===== src/rtl/muldiv_pkg.sv =====
// rtl/muldiv_pkg.sv - shared types, constants and op-decode helpers for the RV32M sequencer
//   muldiv_op_e    : op select, encoded exactly as func3
//   muldiv_state_e : sequencer states
//   DIV0_QUOT      : quotient returned for a divide by zero
//   INT_MIN        : most negative XLEN-bit value (signed-divide overflow case)
package muldiv_pkg;

  localparam int MULDIV_XLEN = 32;

  typedef enum logic [2:0] {
    OP_MUL    = 3'b000,
    OP_MULH   = 3'b001,
    OP_MULHSU = 3'b010,
    OP_MULHU  = 3'b011,
    OP_DIV    = 3'b100,
    OP_DIVU   = 3'b101,
    OP_REM    = 3'b110,
    OP_REMU   = 3'b111
  } muldiv_op_e;

  typedef enum logic [1:0] {
    IDLE = 2'd0,
    CALC = 2'd1,
    FIX  = 2'd2,
    DONE = 2'd3
  } muldiv_state_e;

  localparam logic [MULDIV_XLEN-1:0] DIV0_QUOT = '1;
  localparam logic [MULDIV_XLEN-1:0] INT_MIN   = {1'b1, {(MULDIV_XLEN-1){1'b0}}};

  function automatic logic is_div(muldiv_op_e op);
    logic [2:0] f;
    f = op;
    return f[2];
  endfunction

  // op1 is interpreted as signed
  function automatic logic is_signed(muldiv_op_e op);
    return (op == OP_MUL) || (op == OP_MULH) || (op == OP_MULHSU) ||
           (op == OP_DIV) || (op == OP_REM);
  endfunction

  // op2 is interpreted as signed (MULHSU takes op2 unsigned)
  function automatic logic is_signed_op2(muldiv_op_e op);
    return is_signed(op) && (op != OP_MULHSU);
  endfunction

endpackage


===== src/rtl/muldiv_seq_if.sv =====
// rtl/muldiv_seq_if.sv - request/response bundle between the control FSM and the mul/div sequencer
//   master (requester): drives req_valid, func3, op1, op2, kill; sees req_ready, busy, done, result
//   slave  (sequencer): the reverse
interface muldiv_seq_if #(
  parameter int XLEN = 32
);
  logic            req_valid;
  logic            req_ready;
  logic [2:0]      func3;
  logic [XLEN-1:0] op1;
  logic [XLEN-1:0] op2;
  logic            kill;
  logic            busy;
  logic            done;
  logic [XLEN-1:0] result;

  modport master (
    output req_valid, func3, op1, op2, kill,
    input  req_ready, busy, done, result
  );

  modport slave (
    input  req_valid, func3, op1, op2, kill,
    output req_ready, busy, done, result
  );
endinterface


===== src/rtl/muldiv_step.sv =====
// rtl/muldiv_step.sv - one shift-add (multiply) or restoring (divide) iteration on a shared adder
//   is_div     : 1 = divide step, 0 = multiply step
//   hi, lo     : multiply: product {hi,lo}, multiplier in lo; divide: remainder in hi, dividend/quotient in lo
//   b          : multiplicand or divisor magnitude
//   hi_n, lo_n : register values after this iteration
module muldiv_step #(
  parameter int XLEN = 32
) (
  input  logic            is_div,
  input  logic [XLEN-1:0] hi,
  input  logic [XLEN-1:0] lo,
  input  logic [XLEN-1:0] b,
  output logic [XLEN-1:0] hi_n,
  output logic [XLEN-1:0] lo_n
);

  logic [XLEN:0] a_op;
  logic [XLEN:0] b_op;
  logic [XLEN:0] cin;
  logic [XLEN:0] sum;

  always_comb begin
    a_op = '0;
    b_op = '0;
    cin  = '0;
    hi_n = hi;
    lo_n = lo;
    if (is_div) begin
      // Shifted remainder can be 33 bits wide; bit XLEN of the difference is the borrow.
      a_op = {hi, lo[XLEN-1]};
      b_op = ~{1'b0, b};
      cin  = {{XLEN{1'b0}}, 1'b1};
    end else begin
      a_op = {1'b0, hi};
      b_op = lo[0] ? {1'b0, b} : '0;
    end
    sum = a_op + b_op + cin;
    if (is_div) begin
      if (!sum[XLEN]) begin
        hi_n = sum[XLEN-1:0];
        lo_n = {lo[XLEN-2:0], 1'b1};
      end else begin
        hi_n = a_op[XLEN-1:0];
        lo_n = {lo[XLEN-2:0], 1'b0};
      end
    end else begin
      // Carry out of the add becomes the new product MSB as everything shifts right.
      hi_n = sum[XLEN:1];
      lo_n = {sum[0], lo[XLEN-1:1]};
    end
  end

endmodule


===== src/rtl/muldiv_seq.sv =====
// rtl/muldiv_seq.sv - multi-cycle RV32M MUL/MULH/MULHSU/MULHU/DIV/DIVU/REM/REMU sequencer
//   clk : rising-edge clock       rst : synchronous active-high reset
//   bus : muldiv_seq_if.slave (req_valid/req_ready/func3/op1/op2/kill in, busy/done/result out)
//   MULDIV_EARLY_OUT_EN : when defined, multiplies leave CALC once the remaining multiplier bits are zero
module muldiv_seq
  import muldiv_pkg::*;
#(
  parameter int XLEN  = 32,
  parameter int CNT_W = 6
) (
  input logic         clk,
  input logic         rst,
  muldiv_seq_if.slave bus
);

  muldiv_state_e   state_q, state_d;
  muldiv_op_e      op_q, op_d;
  logic [CNT_W-1:0] cnt_q, cnt_d;
  logic [XLEN-1:0] hi_q, hi_d, lo_q, lo_d, b_q, b_d;
  logic [XLEN-1:0] res_pend_q, res_pend_d, result_q, result_d;
  logic            neg_q, neg_d, sign_a_q, sign_a_d;

  // Accept-side decode
  muldiv_op_e      op_in;
  logic            a_neg, b_neg, fast_hit;
  logic [XLEN-1:0] a_mag, b_mag, fast_res;

  assign op_in    = muldiv_op_e'(bus.func3);
  assign a_neg    = is_signed(op_in) && bus.op1[XLEN-1];
  assign b_neg    = is_signed_op2(op_in) && bus.op2[XLEN-1];
  assign a_mag    = a_neg ? -bus.op1 : bus.op1;
  assign b_mag    = b_neg ? -bus.op2 : bus.op2;
  assign fast_hit = is_div(op_in) &&
                    ((bus.op2 == '0) ||
                     ((op_in == OP_DIV || op_in == OP_REM) && bus.op1 == INT_MIN && bus.op2 == DIV0_QUOT));
  // func3[1] separates REM* from DIV*
  assign fast_res = (bus.op2 == '0) ? (bus.func3[1] ? bus.op1 : DIV0_QUOT)
                                    : (bus.func3[1] ? '0 : INT_MIN);

  logic            div_op_q;
  logic [XLEN-1:0] hi_n, lo_n;
  assign div_op_q = is_div(op_q);

  muldiv_step #(.XLEN(XLEN)) u_step (
    .is_div (div_op_q),
    .hi     (hi_q),
    .lo     (lo_q),
    .b      (b_q),
    .hi_n   (hi_n),
    .lo_n   (lo_n)
  );

  // Sign fix-up and half select
  logic [2*XLEN-1:0] prod, prod_s;
  logic [XLEN-1:0]   mul_res, quot, rem, div_res;
`ifdef MULDIV_EARLY_OUT_EN
  logic [CNT_W:0]    shamt;
  logic [XLEN-1:0]   rem_mask;
  // Skipped iterations were pure right shifts, so apply them in one go.
  assign shamt    = (CNT_W+1)'(XLEN) - {1'b0, cnt_q};
  assign prod     = {hi_q, lo_q} >> shamt;
  // Multiplier bits still unconsumed after this cycle's step
  assign rem_mask = {XLEN{1'b1}} >> (cnt_q + CNT_W'(1));
`else
  assign prod     = {hi_q, lo_q};
`endif
  assign prod_s  = neg_q ? -prod : prod;
  assign mul_res = (op_q == OP_MUL) ? prod_s[XLEN-1:0] : prod_s[2*XLEN-1:XLEN];
  assign quot    = neg_q ? -lo_q : lo_q;
  assign rem     = sign_a_q ? -hi_q : hi_q;
  assign div_res = op_q[1] ? rem : quot;

  always_comb begin
    state_d    = state_q;
    op_d       = op_q;
    cnt_d      = cnt_q;
    hi_d       = hi_q;
    lo_d       = lo_q;
    b_d        = b_q;
    neg_d      = neg_q;
    sign_a_d   = sign_a_q;
    res_pend_d = res_pend_q;
    result_d   = result_q;
    case (state_q)
      IDLE: begin
        if (bus.req_valid) begin
          op_d     = op_in;
          cnt_d    = '0;
          hi_d     = '0;
          neg_d    = a_neg ^ b_neg;
          sign_a_d = a_neg;
          if (is_div(op_in)) begin
            lo_d = a_mag;
            b_d  = b_mag;
          end else begin
            lo_d = b_mag;
            b_d  = a_mag;
          end
          if (fast_hit) begin
            res_pend_d = fast_res;
            state_d    = DONE;
          end else begin
            state_d = CALC;
          end
        end
      end
      CALC: begin
        if (bus.kill) begin
          state_d = IDLE;
        end else begin
          hi_d  = hi_n;
          lo_d  = lo_n;
          cnt_d = cnt_q + CNT_W'(1);
          if (cnt_q == CNT_W'(XLEN-1)) begin
            state_d = FIX;
          end
`ifdef MULDIV_EARLY_OUT_EN
          else if (!div_op_q && ((lo_n & rem_mask) == '0)) begin
            state_d = FIX;
          end
`endif
        end
      end
      FIX: begin
        if (bus.kill) begin
          state_d = IDLE;
        end else begin
          res_pend_d = div_op_q ? div_res : mul_res;
          state_d    = DONE;
        end
      end
      DONE: begin
        // Commit to the held result only if not killed on the way out.
        if (!bus.kill) begin
          result_d = res_pend_q;
        end
        state_d = IDLE;
      end
      default: state_d = IDLE;
    endcase
  end

  always_ff @(posedge clk) begin
    if (rst) begin
      state_q    <= IDLE;
      op_q       <= OP_MUL;
      cnt_q      <= '0;
      hi_q       <= '0;
      lo_q       <= '0;
      b_q        <= '0;
      neg_q      <= 1'b0;
      sign_a_q   <= 1'b0;
      res_pend_q <= '0;
      result_q   <= '0;
    end else begin
      state_q    <= state_d;
      op_q       <= op_d;
      cnt_q      <= cnt_d;
      hi_q       <= hi_d;
      lo_q       <= lo_d;
      b_q        <= b_d;
      neg_q      <= neg_d;
      sign_a_q   <= sign_a_d;
      res_pend_q <= res_pend_d;
      result_q   <= result_d;
    end
  end

  assign bus.req_ready = (state_q == IDLE);
  assign bus.busy      = (state_q == CALC) || (state_q == FIX);
  assign bus.done      = (state_q == DONE) && !bus.kill;
  assign bus.result    = ((state_q == DONE) && !bus.kill) ? res_pend_q : result_q;

endmodule


===== src/flat_wrapper.sv =====
// flat-port wrapper written by rule: the top's interface ports become plain ports
module muldiv_seq_flat import muldiv_pkg::*;
#(
  parameter int XLEN  = 32,
  parameter int CNT_W = 6
)
  (clk, rst, bus_req_valid, bus_func3, bus_op1, bus_op2, bus_kill, bus_req_ready, bus_busy, bus_done, bus_result);
  muldiv_seq_if #(.XLEN(XLEN)) bus_i ();
  input logic clk;
  input logic rst;
  input wire logic [$bits(bus_i.req_valid)-1:0] bus_req_valid;
  input wire logic [$bits(bus_i.func3)-1:0] bus_func3;
  input wire logic [$bits(bus_i.op1)-1:0] bus_op1;
  input wire logic [$bits(bus_i.op2)-1:0] bus_op2;
  input wire logic [$bits(bus_i.kill)-1:0] bus_kill;
  output wire logic [$bits(bus_i.req_ready)-1:0] bus_req_ready;
  output wire logic [$bits(bus_i.busy)-1:0] bus_busy;
  output wire logic [$bits(bus_i.done)-1:0] bus_done;
  output wire logic [$bits(bus_i.result)-1:0] bus_result;
  assign bus_i.req_valid = bus_req_valid;
  assign bus_i.func3 = bus_func3;
  assign bus_i.op1 = bus_op1;
  assign bus_i.op2 = bus_op2;
  assign bus_i.kill = bus_kill;
  assign bus_req_ready = bus_i.req_ready;
  assign bus_busy = bus_i.busy;
  assign bus_done = bus_i.done;
  assign bus_result = bus_i.result;
  muldiv_seq #(.XLEN(XLEN), .CNT_W(CNT_W)) u_core (.clk(clk), .rst(rst), .bus(bus_i));
endmodule

===== config.mk =====
export PLATFORM = sky130hd
export DESIGN_NAME = muldiv_seq_flat
export DESIGN_NICKNAME = d
export VERILOG_FILES = /design/src/rtl/muldiv_pkg.sv /design/src/rtl/muldiv_seq_if.sv /design/src/rtl/muldiv_step.sv /design/src/rtl/muldiv_seq.sv /design/src/flat_wrapper.sv
export SDC_FILE = /design/constraint.sdc
export NUM_CORES = 1
export LEC_CHECK = 0
export CORE_MARGIN = 2
export CORE_UTILIZATION = 35
export DETAILED_ROUTE_END_ITERATION = 16
export SETUP_SLACK_MARGIN = 0.15
export SLEW_MARGIN = 40
export SYNTH_ARGS = -nofsm -noshare
export SYNTH_HDL_FRONTEND = slang
export SYNTH_SLANG_ARGS = --single-unit

===== constraint.sdc =====
create_clock -name clk -period 6.9 [get_ports clk]
set_clock_uncertainty 0.15 [all_clocks]
set_input_delay 1.035 -clock clk [delete_from_list [all_inputs] [get_ports clk]]
set_output_delay 1.035 -clock clk [all_outputs]
set_load 0.005 [all_outputs]

After elaboration in Yosys (flattened, before gate mapping) --
Cells that the tools add are included.
Storage, ports and cells: register bits 173, bits of input ports 71, output and inout bits 35, word-level logic and storage cells 104
Operators by class: add/subtract/negate cells 8, equal/unequal tests 16, muxes and demuxes 41, bitwise logic cells 3, reduce and logical (&&, ||, !) cells 26
Operator list (count):
- 32-bit 2-to-1 mux | 24
- 32-bit case mux with 2 select lines | 3
- 32-bit negation | 4
- 33-bit adder | 2
- 33-bit 2-to-1 mux | 2
- 32-bit equality test, second input constant | 2
- 64-bit 2-to-1 mux | 1
- 64-bit negation | 1
- 32-bit NOT with 33-bit output | 1
- 32-bit zero test | 1
- 6-bit 2-to-1 mux | 2
- 6-bit case mux with 2 select lines | 1
- 2-bit 2-to-1 mux | 5
- 2-bit case mux with 4 select lines | 1
- 1-bit logical AND | 7
- 1-bit logical OR | 7
- 6-bit by 1-bit adder with 6-bit output, second input constant | 1
- 3-bit equality test, second input constant | 2
- 6-bit by 5-bit equality test with 1-bit output, second input constant | 1
- 3-bit zero test | 2
- 2-bit inequality test, second input constant | 3
- 3-bit by 2-bit inequality test with 1-bit output, second input constant | 2
- 2-bit AND reduction | 3
- 2-bit equality test, second input constant | 2
- 12 further kinds | 14

Depth between registers and ports, before layout --
Gate-level depths: netlist (run 1).
depth in word-level cells 11, mapped depth 17, gate-level depth less buffers 14

Hierarchy --
Synthesis (run 1) repeated with hierarchy kept, for this count alone.
Second synthesis, totals: cells, all modules 2163, area total of the unflattened synthesis 15889.0 um2
By module, submodules not included:
- muldiv_seq | instances 1, cells an instance 1614, area an instance 12177.9 um2
- muldiv_step | instances 1, cells an instance 549, area an instance 3711.1 um2

Least setup slack after synthesis (run 1) --
No wires, ideal clock.
path type reg-to-reg, start register u_core.op_q[2], end register u_core.hi_q[18], library setup time 117 ps, data arrival time 4700 ps, data required time 6633 ps, path slack 1932 ps, cell stages (with the launch flop) 17, buffers on the path 5, clock period less this slack 4968 ps, cell sequence dfxtp_1 > clkbuf_1 > clkbuf_1 > clkbuf_1 > clkbuf_1 > o21ai_0 > fa_1 > fa_1 > a211oi_1 > o21ai_1 > o21ai_1 > a31oi_1 > o31ai_4 > clkbuf_1 > nand3_1 > o221a_2 > a32o_1
On the way: word-level cells in the longest chain between the ends 7
Ends and longest elaborated chain:
- start: declaration | RTL line muldiv_seq.sv:17 | muldiv_op_e op_q, op_d;
- start signal: assignment | RTL line muldiv_seq.sv:157 | op_q <= op_d;
- 33-bit 2-to-1 mux | RTL line muldiv_step.sv:28 | if (is_div) begin
- 33-bit adder (2 in series) | RTL line muldiv_step.sv:37 | sum = a_op + b_op + cin;
- 32-bit 2-to-1 mux | RTL line muldiv_step.sv:39 | if (!sum[XLEN]) begin
- 32-bit 2-to-1 mux (*) | RTL line muldiv_step.sv:38 | if (is_div) begin
- 32-bit 2-to-1 mux (*) | RTL line muldiv_seq.sv:108 | if (bus.kill) begin
- 32-bit case mux with 2 select lines (*) | RTL line muldiv_seq.sv:84 | case (state_q)
- end signal: assignment | RTL line muldiv_seq.sv:159 | hi_q <= hi_d;
- end: declaration | RTL line muldiv_seq.sv:19 | logic [XLEN-1:0] hi_q, hi_d, lo_q, lo_d, b_q, b_d;
Every way passes the cells marked *; elsewhere a longest branch is shown, timed or not. The select of a mux whose other input is x is not followed. A chain may end at the register's enable or synchronous reset.

Worst setup path in the final report (run 1) --
start register u_core.op_q[2], end register u_core.hi_q[27]
The elaborated chain is that of the path after synthesis.

==> metrics.yaml, run 1 <==
p_seq_frac: 0.283
cts_resized: 0
worstPathRequired_ns: 7.09
irDropWorstVdd_mv: 0.166
grt_pass1_vias: 14744
cts.sinks: 173
cp_data_arrival_time_ns: 5.55
dpl.hpwl_um: 48000
setup_viol_count_final: 0
switchingPower_uw: 2450
internal_power_uw: 2600
grt_overflow_total: 0
final_cell_mix: "nand2_1 (245), o21ai_0 (179), nor2_1 (172), dfxtp_1 (172), a21oi_1 (137)"
rsz0062_at_grt: "false"
clock_latency_ns: 0.46
postLayoutCoreUtil: 0.401
min_period_ns: 5.36
drv_slew: 0
tritoncts: "built"
leakage_uw: 0.00629
cts.path.max_buffers: 2
die_h_um: 214
synth_cell_types: 87
remaining_drc_errors: 0
fillCellCount: 4546
fin_setup_tns_ns: 0
max_slew_margin: 0.419
grtUsageTotal: 0.272
switching_share: 0.485
fp.dieW_um: 214
antenna_left: 0
final_common_cell: "nand2_1"
io_pins: 106
dr.first_iter.drc_count: 1794
post_cts_buffers: 0
via_per_inst: 6.09
syn_to_final_growth_pct: 12.6
num_antenna_cells: 0
hold_viol: 0
cts_hold_buf: 0
cts_max_level: 4
avgSynthCellArea_um2: 7.41
status: "complete, no violations"
regArea_um2: 3470
antenna_found_initial: 1
multi_input_area_um2: 11100
design_area_um2: 17300
syn-cell-area_um2: 15400
path_cells: "nor2_2 -> buf_4 -> nand2_1 -> o21ai_0 -> fa_1 -> fa_1 -> a211oi_1 -> o21ai_1 -> o21ai_1 -> a31oi_1 -> o31ai_4 -> buf_4 -> xnor2_4 -> buf_8 -> a221oi_1 -> a2111oi_0"
grt_pass1_wl_um: 93600
drt_first_pass_iters: 7
cts.clk_slew.worst_paths_ns: 0.08
num_vias: 16082
gp_congestion: 1.02
dpl_cell_area_um2: 16700
yosys_warnings: 0
postSynthCellCount: 2075
ys_seq_area_frac: 0.225
max_freq_mhz: 187
post-route-period-util: 0.777
p_comb_frac: 0.508
hp-class: "flop to flop"
synth_seq_cells: 173
routed_wirelength_um: 62800
cts_inserted_buffers: 17
row_count: 76
core_area_um2: 43200
clkPwrFrac: 0.209
synth-main-ff-cell: "dfxtp_1"
final_nets: 2156
worst_pin_slew_ns: 0.869
synthArstFlopShare: 0
initial_core_util: 0.356
drv_cap: 0
p_per_area_nw_per_um2: 292
drive_gt1_frac: 0.0852
worstSetupPathType: "flop to flop"
cp_slowest_stage_delay_ns: 0.84
grt_max_degree: 83
power.total_uw: 5050
die_area_um2: 45600
synth_fp_nets: 2190
setup_slack_ns: 1.54
path_max_fanout: 52
crit_slowest_cell: "dfxtp_4"
synth_edf_count: 0
portBuffers: 105
root_buffer: "clkbuf_16"
dp_slack_ns: 1.58
start_kind: "flop"
wl_per_cell_um: 23.8
worst_setup_path_end_kind: "flop"
## metal layers
layer / up-vias / global-route usage / share of wire / wire length [um]
met5: - / 0 / 0 / 0
met2: 795 / 0.413 / 0.43 / 27000
li1: 7522 / - / - / -
met1: 7659 / 0.385 / 0.45 / 28100
met3: 106 / 0.0407 / 0.084 / 5270
met4: 0 / 0.108 / 0.039 / 2450
## final cells by class
cell class / instances / share of cell area
Timing Repair Buffer: 135 / 0.0741
Tap cell: 585 / 0.0423
Inverter: 37 / 0.00802
Clock buffer: 19 / 0.0256
Clock inverter: 13 / 0.0104
Multi-Input combinational cell: 1677 / 0.639
Sequential cell: 173 / 0.200
## state kept, by name (all words and copies together) (netlist names), 2 cells and up
register and cells:
u_core.b_q 32, u_core.hi_q 32, u_core.lo_q 32, u_core.res_pend_q 32, u_core.result_q 32, u_core.cnt_q 6, u_core.op_q 3, u_core.state_q 2
## synthesized netlist by cell type (13+ instances only)
library cell,number,area share
or3_1,24,0.0098
o211ai_1,31,0.015
ha_1,42,0.034
a31oi_1,24,0.0098
o21ai_0,179,0.058
mux2i_1,62,0.040
a311oi_1,24,0.014
nor3_1,40,0.013
clkbuf_1,159,0.039
dfxtp_1,173,0.23
a21oi_1,137,0.045
o41ai_1,19,0.011
o31ai_1,24,0.012
nand2b_1,15,0.0061
nand3_1,24,0.0078
a21o_1,13,0.0063
nor2b_1,37,0.015
a211oi_1,56,0.027
nor4_1,22,0.0090
xnor2_1,95,0.054
inv_1,36,0.0088
nand4_1,19,0.0077
nand2_1,245,0.060
and3_1,17,0.0069
mux2_2,72,0.053
a22oi_1,22,0.011
buf_1,13,0.0032
or4_1,20,0.0098
xor2_1,79,0.045
nor2_1,174,0.042
## final timing paths
path | from | to | slack [ns] | cells after the start
worst min-delay path | u_core.b_q[3] | u_core.b_q[3] | 0.31 | 2
worst max-delay path | u_core.op_q[2] | u_core.hi_q[27] | 1.54 | 16
worst min register to register | u_core.b_q[3] | u_core.b_q[3] | 0.31 | 2
worst max register to register | u_core.op_q[2] | u_core.hi_q[27] | 1.54 | 16
## critical path, delay by kind of cell, from the launching register on
family	cells	cell delay [ns]
flops	1	0.84
buf+inv	3	0.76
xor+xnor	1	0.26
fa+ha+maj	2	0.90
compound gates	8	2.16
simple gates	2	0.14
## kinds of logic (layout without fill, tap and decap cells)
logic type               after synthesis  count (layout)  synth area share
AO/OA/AOI/OAI                        644             644             0.274
multiplexers                         134             134            0.0931
AND/OR/NAND/NOR                      680             680             0.213
XOR/XNOR                             175             175             0.101
flip-flops                           173             173             0.225
adder cells (fa/ha/maj)               44              44            0.0368
buffers and inverters                225             204            0.0571
## metrics by stage
| step | hold slack, ns | instances |
|---|---|---|
| final | 0.314 | 2639 |
| after global routing | 0.335 | 2639 |
| after CTS | 0.318 | 2638 |
| after detailed placement | 0.308 | 2606 |
| after global placement | 0.305 | 2605 |
| after floorplan | 0.284 | 2075 |
## power groups by stage
| stage | Sequential (uW) | Clock (uW) | Combinational [uW] |
|---|---|---|---|
| global route | 1440 | 1100 | 2750 |
| global placement | 1430 | 0 | 2470 |
| CTS | 1420 | 1070 | 2500 |
| finish | 1430 | 1060 | 2560 |
| floorplan | 1250 | 0 | 1840 |
| detailed placement | 1440 | 0 | 2490 |
No activity file was read; power rests on OpenSTA's default activity.
==> run 2, diff against run 1 <==
Clock period 6.9 ns to 5.57 ns, I/O delays scaled along.
==> metrics.yaml, run 2 (synthesis results as in run 1) <==
status: "complete, no violations"  # unchanged
critPathTopFamily: "compound AO/OA/AOI/OAI gates"  # unchanged
cts.clk_slew.worst_paths_ns: 0.08  # about the same
wl_met3_um: 5910  # was 5270 um
die_h_um: 214  # unchanged
drive_gt1_frac: 0.0926  # was 0.0852
path_cells: "inv_1 -> nor2_2 -> buf_4 -> nand2_1 -> o21ai_0 -> ha_1 -> and3_1 -> and2_1 -> a221oi_1 -> o211ai_1 -> o31ai_4 -> buf_4 -> xnor2_1 -> a221oi_1 -> a2111oi_0"  # was nor2_2 -> buf_4 -> nand2_1 -> o21ai_0 -> fa_1 -> fa_1 -> a211oi_1 -> o21ai_1 -> o21ai_1 -> a31oi_1 -> o31ai_4 -> buf_4 -> xnor2_4 -> buf_8 -> a221oi_1 -> a2111oi_0
drt_first_pass_iters: 6  # was 7
grt_pass1_vias: 15115  # was 14744
path_max_fanout: 19  # was 52
cts.sinks: 173  # unchanged
max_slew_margin: 0.441  # was 0.419
power.total_uw: 6290  # was 5050 uW
hp-class: "flop to flop"  # unchanged
p_per_area_nw_per_um2: 360  # was 292 nW/um2
cts_inserted_buffers: 17  # unchanged
tritoncts: "built"  # unchanged
final_cell_mix: "nand2_1 (245), o21ai_0 (179), dfxtp_1 (172), nor2_1 (171), a21oi_1 (136)"  # was nand2_1 (245), o21ai_0 (179), nor2_1 (172), dfxtp_1 (172), a21oi_1 (137)
num_vias: 16362  # was 16082
crit_slowest_cell: "nor2_2"  # was dfxtp_4
dr.first_iter.drc_count: 1952  # was 1794
top_layer: "met5"  # was met4
grt_overflow_total: 0  # unchanged
grtUsageTotal: 0.279  # was 0.272
row_count: 76  # unchanged
met1_length_um: 28100  # about the same
hold_viol: 0  # unchanged
syn_to_final_growth_pct: 13.7  # was 12.6%
fp.dieW_um: 214  # unchanged
post_cts_buffers: 0  # unchanged
drv_slew: 0  # unchanged
via_per_inst: 6.16  # was 6.09
root_buffer: "clkbuf_16"  # unchanged
cp_slowest_stage_delay_ns: 0.68  # was 0.84 ns
die_area_um2: 45600  # unchanged
cp_data_arrival_time_ns: 4.97  # was 5.55 ns
cts.path.max_buffers: 2  # unchanged
dpl.hpwl_um: 48900  # was 48000 um
start_kind: "flop"  # unchanged
initial_core_util: 0.356  # unchanged
leakage_uw: 0.00639  # was 0.00629 uW
final_common_cell: "nand2_1"  # unchanged
fin_setup_tns_ns: 0  # unchanged
cts_hold_buf: 0  # unchanged
critPathBufInv: 3  # unchanged
worstSetupPathType: "flop to flop"  # unchanged
worst_setup_path_end_kind: "flop"  # unchanged
setup_viol_count_final: 0  # unchanged
post-route-period-util: 0.858  # was 0.777
cts_max_level: 4  # unchanged
core_area_um2: 43200  # unchanged
worst_pin_slew_ns: 0.837  # was 0.869 ns
worstPathRequired_ns: 5.76  # was 7.09 ns
irDropWorstVdd_mv: 0.182  # was 0.166 mV
max_freq_mhz: 209  # was 187 MHz
final_nets: 2175  # was 2156
wl_per_cell_um: 24.1  # was 23.8 um
rsz0062_at_grt: "false"  # unchanged
routed_wirelength_um: 64000  # was 62800 um
drv_cap: 0  # unchanged
gp_congestion: 1.03  # was 1.02
antenna_found_initial: 2  # was 1
clock_latency_ns: 0.46  # about the same
io_pins: 106  # unchanged
remaining_drc_errors: 0  # unchanged
cts_resized: 0  # unchanged
grt_pass1_wl_um: 95700  # was 93600 um
min_period_ns: 4.78  # was 5.36 ns
wl_met2_um: 27300  # was 27000 um
num_antenna_cells: 0  # unchanged
antenna_left: 0  # unchanged
portBuffers: 105  # unchanged
grt_max_degree: 81  # was 83
==> run 2: changes by cell type in the layout (fill, tap and decap cells not counted), sizes merged <==
cell	delta
clkbuf	+2
clkinvlp	+1
inv	-2
buf	+19
clkinv	-1
==> run 2: final cells by class <==
| type | instances | area [um2] |
|---|---|---|
| fill | 4471 | 25700 |
| multi-input combinational | 1677 | 11100 |
| sequential | 173 | 3470 |
| timing repair buffer | 154 | 1440 |
| tap | 585 | 732 |
| clock buffer | 21 | 472 |
| clock inverter | 11 | 153 |
| inverter | 37 | 139 |
==> run 2: worst paths after layout <==
check,from,to,slack [ns],cells past startpoint
worst max-delay path,u_core.lo_q[0],u_core.hi_q[27],0.79,15
worst min-delay path,u_core.b_q[23],u_core.b_q[23],0.31,2
worst max register to register,u_core.lo_q[0],u_core.hi_q[27],0.79,15
worst min register to register,u_core.b_q[23],u_core.b_q[23],0.31,2
==> run 2: power by group <==
part | internal, uW | leakage (uW) | switching, uW
combinational | 1080 | 0.00469 | 2160
sequential | 1420 | 0.00141 | 317
clock | 749 | 0.000296 | 567
==> run 2: metrics by stage <==
step	cells	worst slack [ns]	instance area (um2)	utilization	hold slack (ns)
after floorplan	2075	0.602	15400	-	0.284
after global placement	2624	0.992	16800	0.389	0.304
after detailed placement	2626	0.798	16800	0.390	0.304
after CTS	2658	0.794	17500	0.405	0.315
after global routing	2658	0.483	17500	0.405	0.340
final	2658	0.791	17500	0.405	0.313
==> run 2: layer usage <==
metal,vias to the layer above,global-route usage
met3,129,0.0476
met5,-,0
met1,7808,0.392
li1,7554,-
met4,2,0.117
met2,869,0.421
==> run 2: tightest hold or removal path, cell delays in order, from the launching register on <==
cell and delay, ns:
dfxtp_1 0.32, nand2_1 0.05, a21oi_1 0.05
